==> src/rtl/hero_write_packer.sv <==
// Packs qualified hero write bus cycles into framed beats (sop/eop/idx) and buffers them
// in a small output FIFO with a valid/ready consumer interface and sticky error flags.

package hero_write_pkg;

    typedef logic [6:0] sub_def_t;

    localparam logic [1:0] CYC_IDLE    = 2'd0;
    localparam logic [1:0] CYC_VALID   = 2'd1;
    localparam logic [1:0] CYC_DONE    = 2'd2;
    localparam logic [1:0] CYC_ILLEGAL = 2'd3;

    typedef struct packed {
        logic [1:0]  cycle_type;
        logic [35:0] wdat;
        sub_def_t    another_type_reference;
        logic        clk_en;
    } hero_write_t;

endpackage

module hero_write_packer
    import hero_write_pkg::*;
#(
    parameter int unsigned DEPTH     = 8,
    parameter int unsigned MAX_BEATS = 16
) (
    input  logic                         clk,
    input  logic                         rst_n,
    input  hero_write_t                  in_hero,
    output logic                         out_vld,
    input  logic                         out_rdy,
    output logic [35:0]                  out_wdat,
    output sub_def_t                     out_sub,
    output logic                         out_sop,
    output logic                         out_eop,
    output logic [$clog2(MAX_BEATS)-1:0] out_idx,
    output logic [2:0]                   err_sticky,
    input  logic                         err_clr
);

    localparam int unsigned PTR_W = $clog2(DEPTH);
    localparam int unsigned IDX_W = $clog2(MAX_BEATS);
    localparam int unsigned CNT_W = PTR_W + 1;

    typedef struct packed {
        logic [35:0]      wdat;
        sub_def_t         sub;
        logic             sop;
        logic             eop;
        logic [IDX_W-1:0] idx;
    } entry_t;

    typedef enum logic [1:0] {StIdle, StBusy, StDrop} state_t;

    state_t           state_q, state_d;
    logic [IDX_W-1:0] idx_q, idx_d, next_idx;
    logic [PTR_W-1:0] wr_ptr_q, rd_ptr_q;
    logic [CNT_W-1:0] count_q, count_d;
    logic [2:0]       err_q, err_d, err_set;
    entry_t           mem [DEPTH];
    entry_t           push_entry, head;
    logic             beat_vld, is_done, pop, push, push_ok;

    assign beat_vld = in_hero.clk_en &&
                      (in_hero.cycle_type == CYC_VALID || in_hero.cycle_type == CYC_DONE);
    assign is_done  = (in_hero.cycle_type == CYC_DONE);
    assign pop      = (count_q != '0) && out_rdy;
    // A full FIFO still accepts a beat when the head leaves in the same cycle.
    assign push_ok  = (count_q < CNT_W'(DEPTH)) || pop;
    assign next_idx = idx_q + 1'b1;

    always_comb begin
        state_d    = state_q;
        idx_d      = idx_q;
        push       = 1'b0;
        err_set    = '0;
        push_entry = '{wdat: in_hero.wdat, sub: in_hero.another_type_reference,
                       sop: 1'b0, eop: 1'b0, idx: '0};

        if (in_hero.clk_en && in_hero.cycle_type == CYC_ILLEGAL) begin
            err_set[2] = 1'b1;
        end else if (beat_vld) begin
            unique case (state_q)
                StIdle: begin
                    if (push_ok) begin
                        push           = 1'b1;
                        push_entry.sop = 1'b1;
                        push_entry.eop = is_done;
                        idx_d          = '0;
                        state_d        = is_done ? StIdle : StBusy;
                    end else begin
                        err_set[0] = 1'b1;
                        state_d    = is_done ? StIdle : StDrop;
                    end
                end
                StBusy: begin
                    if (push_ok) begin
                        push           = 1'b1;
                        push_entry.idx = next_idx;
                        idx_d          = next_idx;
                        if (is_done) begin
                            push_entry.eop = 1'b1;
                            state_d        = StIdle;
                        end else if (next_idx == IDX_W'(MAX_BEATS - 1)) begin
                            // Index space exhausted: close the frame and discard the rest.
                            push_entry.eop = 1'b1;
                            err_set[1]     = 1'b1;
                            state_d        = StDrop;
                        end
                    end else begin
                        err_set[0] = 1'b1;
                        state_d    = is_done ? StIdle : StDrop;
                    end
                end
                StDrop: begin
                    if (is_done) state_d = StIdle;
                end
                default: state_d = StIdle;
            endcase
        end
    end

    always_comb begin
        count_d = count_q + CNT_W'(push) - CNT_W'(pop);
        err_d   = (err_clr ? 3'b000 : err_q) | err_set;
    end

    always_ff @(posedge clk or negedge rst_n) begin
        if (!rst_n) begin
            state_q  <= StIdle;
            idx_q    <= '0;
            wr_ptr_q <= '0;
            rd_ptr_q <= '0;
            count_q  <= '0;
            err_q    <= '0;
        end else begin
            state_q  <= state_d;
            idx_q    <= idx_d;
            count_q  <= count_d;
            err_q    <= err_d;
            if (push) wr_ptr_q <= wr_ptr_q + 1'b1;
            if (pop)  rd_ptr_q <= rd_ptr_q + 1'b1;
        end
    end

    always_ff @(posedge clk) begin
        if (push) mem[wr_ptr_q] <= push_entry;
    end

    assign head       = mem[rd_ptr_q];
    assign out_vld    = (count_q != '0);
    assign out_wdat   = head.wdat;
    assign out_sub    = head.sub;
    assign out_sop    = out_vld && head.sop;
    assign out_eop    = out_vld && head.eop;
    assign out_idx    = out_vld ? head.idx : '0;
    assign err_sticky = err_q;

endmodule

==> config.mk <==
export PLATFORM = sky130hd
export DESIGN_NAME = hero_write_packer
export DESIGN_NICKNAME = d
export VERILOG_FILES = /design/src/rtl/hero_write_packer.sv
export SDC_FILE = /design/constraint.sdc
export NUM_CORES = 1
export LEC_CHECK = 0
export BUFFER_PORTS_ARGS = -buffer_cell sky130_fd_sc_hd__buf_2
export CORE_ASPECT_RATIO = 0.5
export CORE_MARGIN = 4
export CORE_UTILIZATION = 54
export CTS_CLUSTER_DIAMETER = 50
export DETAILED_ROUTE_END_ITERATION = 10
export PLACE_DENSITY_LB_ADDON = 0.1
export SYNTH_ARGS = -nofsm -noshare
export SYNTH_HDL_FRONTEND = slang
export SYNTH_SLANG_ARGS = --single-unit
==> constraint.sdc <==
create_clock -name clk -period 7.2 [get_ports clk]
set_input_delay 1.08 -clock clk [delete_from_list [all_inputs] [get_ports clk]]
set_output_delay 1.08 -clock clk [all_outputs]
set_load 0.005 [all_outputs]
======== Word level (Yosys, flattened, before mapping) ========
Memories as Yosys holds them, arrays and structs flattened.
Cells that the tools add are included.
cells by class
  mux-type cells .......................... 36
  reduce and logical (&&, ||, !) cells .... 13
  bitwise logic cells ..................... 2
  eq/ne operators ......................... 10
  $add $sub $neg .......................... 5
  $lt $le $gt $ge ......................... 1
operators by type and width
  operator                                                                count
  2-bit two-way mux                                                       9
  1-bit two-way mux                                                       16
  4-bit two-way mux                                                       4
  6-bit two-way mux                                                       2
  4-bit one-hot mux with 2 select lines                                   1
  3-bit by 1-bit adder with 3-bit output (second input constant)          2
  2-bit equality test (second input constant)                             3
  2-bit inequality test (second input constant)                           3
  2-bit one-hot mux with 3 select lines                                   1
  1-bit logical AND                                                       5
  5-bit two-way mux                                                       1
  5-bit AND reduction                                                     1
  4-bit by 1-bit adder with 4-bit output                                  1
  4-bit by 1-bit adder with 4-bit output (second input constant)          1
  2-bit by 1-bit equality test with 1-bit output (second input constant)  2
  4-bit equality test (second input constant)                             1
  4-bit < comparator (second input constant)                              1
  4-bit inequality test (second input constant)                           1
  4-bit AND reduction                                                     1
  4-bit nonzero test                                                      1
  4-bit by 1-bit subtractor with 4-bit output                             1
  3-bit two-way mux                                                       1
  3-bit bitwise OR                                                        1
  2-bit zero test                                                         1
  5 further kinds                                                         6
word-level totals
  word-level logic and storage cells ...... 74
  memories kept ........................... 1
  input bits .............................. 50
  memory bits (writable) .................. 392
  flip-flop bits (word level) ............. 19
memory list
  name  depth  bits a word  rd ports  clocked after memory_dff  write ports  line  text
  mem   8      49           1         0                         1            61    entry_t mem [DEPTH];

======== Depth between registers and ports, before layout ========
  depth after elaboration ................. 9
  depth in mapped cells ................... 12
  depth with buffers taken out ............ 11

======== Worst setup path after synthesis ========
OpenSTA, ideal clock, no wires.
  kind .................................... input port to flip-flop
  start point ............................. in in_hero[44] in the netlist's numbering
  end point ............................... mem mem[1][0] in the netlist's numbering (enable)
  data required time ...................... 6.605 ns
  data arrival time ....................... 7.368 ns
  stages .................................. 6
  path slack .............................. -0.763 ns
  path buffers ............................ 0
  cell sequence ........................... inv_1 -> ha_1 -> or4b_4 -> nor3_4 -> inv_2 -> nor4b_1
on the way
  longest elaborated chain between the ends .. 7
  elaborated cells on any way between the ends .. 10
  those cells by class .................... eq/ne: 3; mux: 4; reduce/logical: 3
ends and longest elaborated chain
  element                                                                                       line  text
  start: declaration                                                                            30    input hero_write_t in_hero,
  2-bit by 1-bit equality test with 1-bit output / 2-bit equality test (equally long branches)  66    (in_hero.cycle_type == CYC_VALID || in_hero.cycle_type == CYC_DONE);
  1-bit logical OR                                                                              66
  1-bit logical AND                                                                             65    assign beat_vld = in_hero.clk_en &&
  1-bit two-way mux                                                                             83    end else if (beat_vld) begin
  1-bit two-way mux *                                                                           81    if (in_hero.clk_en && in_hero.cycle_type == CYC_ILLEGAL) begin
  1-bit two-way mux *                                                                           148   if (push) mem[wr_ptr_q] <= push_entry;
  1-bit two-way mux (not written as such) *                                                     148
  end: declaration                                                                              61
Mark *: on every way between the ends. The rest lies on a longest branch, timed or not.

======== Final worst setup path ========
  start point ............................. reg rd_ptr_q[0]
  end point ............................... out out_wdat[11]
on the way
  longest elaborated chain between the ends .. 1
ends and longest elaborated chain
  element                   line  text
  start: declaration        58    logic [PTR_W-1:0] wr_ptr_q, rd_ptr_q;
  start signal: assignment  143   if (pop) rd_ptr_q <= rd_ptr_q + 1'b1;
  memory read 8 x 49 bit    n/a
  end: declaration          33    output logic [35:0] out_wdat,
Every way passes these cells.

==> flow_summary_export.csv <==
group,metric,value,unit
synthesis,yosysWarnings,0,
cells_and_area,syn_to_final_growth,13.69,%
clock_tree,clk_pin_slew_worst_paths,0.06,ns
clock_tree,cts_resized,0,
synthesis,ys_ff_latch,411,
global_routing,grt_max_degree,56,
synthesis,seq_area_frac_synth,0.7702,
sta,tightest_slew,0.9913,ns
place,gp_congestion,0.7149,
global_routing,grt_usage,0.1840,
synthesis,synth.avg_cell_area,22.75,µm²
synthesis,syn-num-nets,761,
die,dieArea,32420,µm²
synthesis,synth_mux_area_frac,0.1737,
synthesis,yosysMostFrequentCell,"edfxtp_1",
detailed_routing,viasPerCell,5.751,
detailed_routing,wl,28.73,mm
clock_tree,cts_tree,"done",
synthesis,synth_compound_area_frac,0.006846,
clock_tree,root_buffer,"clkbuf_16",
power_and_ir_drop,powerDensity,364.5,nW/µm²
detailed_routing,wl_met1,13.39,mm
setup_path,worstPathCellList,"buf_4, mux4_2, mux2_2, buf_2",
outcome,status,"finished, final reports clean",
synthesis,synth-edff-count,392,
sta,hold_viol,0,
detailed_routing,firstDrtPassIters,7,
synthesis,yosys.area_share.adder,0.009914,
detailed_routing,vias,7103,
synthesis,synth_top_area_frac,0.7403,
sta,setup_violations,0,
synthesis,synth_top_family_by_area,"multiplexers",
place,hpwl,15.94,mm
power_and_ir_drop,p_leak,5.999,nW
die,io_pins,103,
synthesis,async_reset_ff_frac,0.04623,
cells_and_area,diodes,0,
synthesis,yosysTopAreaCell,"edfxtp_1",
cells_and_area,fin_nets,883,
detailed_routing,met3_wirelength,1.040,mm
power_and_ir_drop,max-vdd-ir-drop,292.1,µV
clock_tree,clock-sinks,411,
sta,skew,0.01198,ns
synthesis,synth_ff_type,"edfxtp_1",
clock_tree,clock_latency,0.52,ns
die,rows,44,
global_routing,grt_pass1_vias,7650,
detailed_routing,drc_errors,0,
setup_path,worst_setup_path_start_kind,"flip-flop",
sta,whs,0.5044,ns
die,die_h,129.3,µm
global_routing,overflow,0,
clock_tree,clk_path_buf_depth,3,
setup_path,crit_arrival,3.30,ns
die,start_util,0.5481,
synthesis,yosys.area_share.xor_xnor,0.004957,
setup_path,rrSetupSlack,3.98,ns
clock_tree,ctsHtreeMaxLevel,2,
min_path,hold_path_class,"in -> async",
global_routing,antenna_found_initial,0,
detailed_routing,drt_iter0_drc,391,
setup_path,worstPathRequired,6.12,ns
synthesis,synthSimpleGateAreaFrac,0.02093,
sta,period_minus_slack,4.379,ns
clock_tree,numCtsBuffers,37,
sta,final.period_utilization,0.6082,
sta,relSlewSlack,0.3391,
synthesis,synth_area_leaders,"edfxtp_1 74%, mux4_2 14%, mux2_2 3.1%, dfrtp_1 3.0%, ha_1 0.87%",
setup_path,worst-setup-path-type,"reg -> out",
setup_path,rr_startpoint,"state_q[1]$_DFFE_PN0P_",
sta,rsz0062_at_grt,"false",
cells_and_area,drive_gt1_frac,0.3898,
sta,fmax,228.4,MHz
sta,fin_setup_tns,0,ns
synthesis,syn-cell-area,15900,µm²
setup_path,critPathMaxFanout,48,
setup_path,crit_path_start,"rd_ptr_q[0]$_DFFE_PN0P_",
global_routing,grt_first_pass_wirelength,45.00,mm
sta,slew_violations,0,
place,port_buffers,102,
setup_path,slowest_delay,1.07,ns
detailed_routing,highest_layer,"met4",
setup_path,end_kind,"primary output",
synthesis,syn_inst,699,
detailed_routing,wl_per_cell,23.27,µm
detailed_routing,met2_length,13.98,mm
die,die_w,250.7,µm
setup_path,crit_slowest_cell,"dfrtp_4",
synthesis,synth_commonest_cells,"392 x edfxtp_1, 98 x mux4_2, 44 x mux2_2, 19 x dfrtp_1, 18 x clkbuf_1",
detailed_routing,drtAntennaViolNets,0,
clock_tree,hold_buffers,0,
clock_tree,postCtsSetupBuffers,0,
synthesis,synth_cell_type_count,44,
die,core-area,29010,µm²
run,cap_violations,0,
worst paths after layout:
path	end	depth (start not counted)
worst max-delay path	out_wdat[11]	4
worst min-delay path	idx_q[0]$_DFFE_PN0P_	1
worst max register to register	mem[6][21]$_DFFE_PP_	5
worst min register to register	err_sticky[2]$_DFF_PN0_	2
max in group asynchronous	rd_ptr_q[0]$_DFFE_PN0P_	1
min in group clk	err_sticky[2]$_DFF_PN0_	2
worst max-delay path: cells and delay by family, from the launching register on:
kind     cells  cell delay (ns)
mux          2             0.88
flops        1             1.07
buf+inv      2             0.76
cells in the final DEF, fill, tap and decap left out, types with 2 or more instances in the layout:
cell / n
clkbuf_1: 9
clkbuf_16: 37
edfxtp_1: 392
mux2_2: 44
clkinvlp_4: 2
dfrtp_1: 16
o211ai_1: 2
o32ai_1: 3
buf_2: 102
o21ai_0: 3
xor2_1: 3
xnor2_1: 6
a21oi_1: 2
mux4_2: 98
nor2b_1: 2
nor3b_2: 3
nor3_2: 2
clkinv_1: 2
bufinv_16: 4
ha_1: 11
nor3_4: 2
nand2_1: 16
nand3_1: 3
dfrtp_4: 2
mux2i_1: 6
nor2_1: 12
clkinv_2: 7
buf_4: 15
inv_1: 14
flip-flops by register name, summed over array words and instances (netlist names):
| name | flops |
|---|---|
| mem | 392 |
| count_q | 4 |
| idx_q | 4 |
| err_sticky | 3 |
| rd_ptr_q | 3 |
| wr_ptr_q | 3 |
| state_q | 2 |
stage by stage:
step	instance area [µm²]	worst slack, ns	power (mW)	util	cells
3_5_place_dp	16930	2.880	4.778	0.5834	1173
3_3_place_gp	16930	2.912	4.760	0.5834	1173
6_report	18080	2.821	6.590	0.6231	1235
2_1_floorplan	15910	0.6884	4.204	-	699
4_1_cts	18080	2.702	6.688	0.6231	1235
5_1_grt	18080	2.506	6.939	0.6231	1235
report_power, final:
part / internal, mW / total, mW / leakage, nW / switching [mW]
Sequential: 2.78 / 3.03 / 3.77 / 0.250
Clock: 1.10 / 1.91 / 0.561 / 0.809
Combinational: 0.943 / 1.65 / 1.66 / 0.710
metal layers:
layer / track usage / vias to the layer above
met5: 0 / -
met4: 0.03780 / 0
met3: 0.03490 / 30
met2: 0.3017 / 111
met1: 0.2672 / 3821
li1: - / 3141
cell families (layout without fill, tap and decap cells):
group                    count (synthesis)  after routing
flip-flops                             411            411
multiplexers                           148            148
AND/OR/NAND/NOR                         54             54
buffers and inverters                   50            195
AO/OA/AOI/OAI                           15             15
adder cells (fa/ha/maj)                 12             12
XOR/XNOR                                 9              9
area by class of cell:
cell class                      count  area [µm²]
Clock inverter                     15       177.7
Sequential cell                   411       12260
Fill cell                        1988       10930
Inverter                           15       56.30
Multi-Input combinational cell    238        3483
Clock buffer                       47       973.4
Timing Repair Buffer              118       643.1
Tap cell                          391       489.2
(Power assumes the default switching activity.)
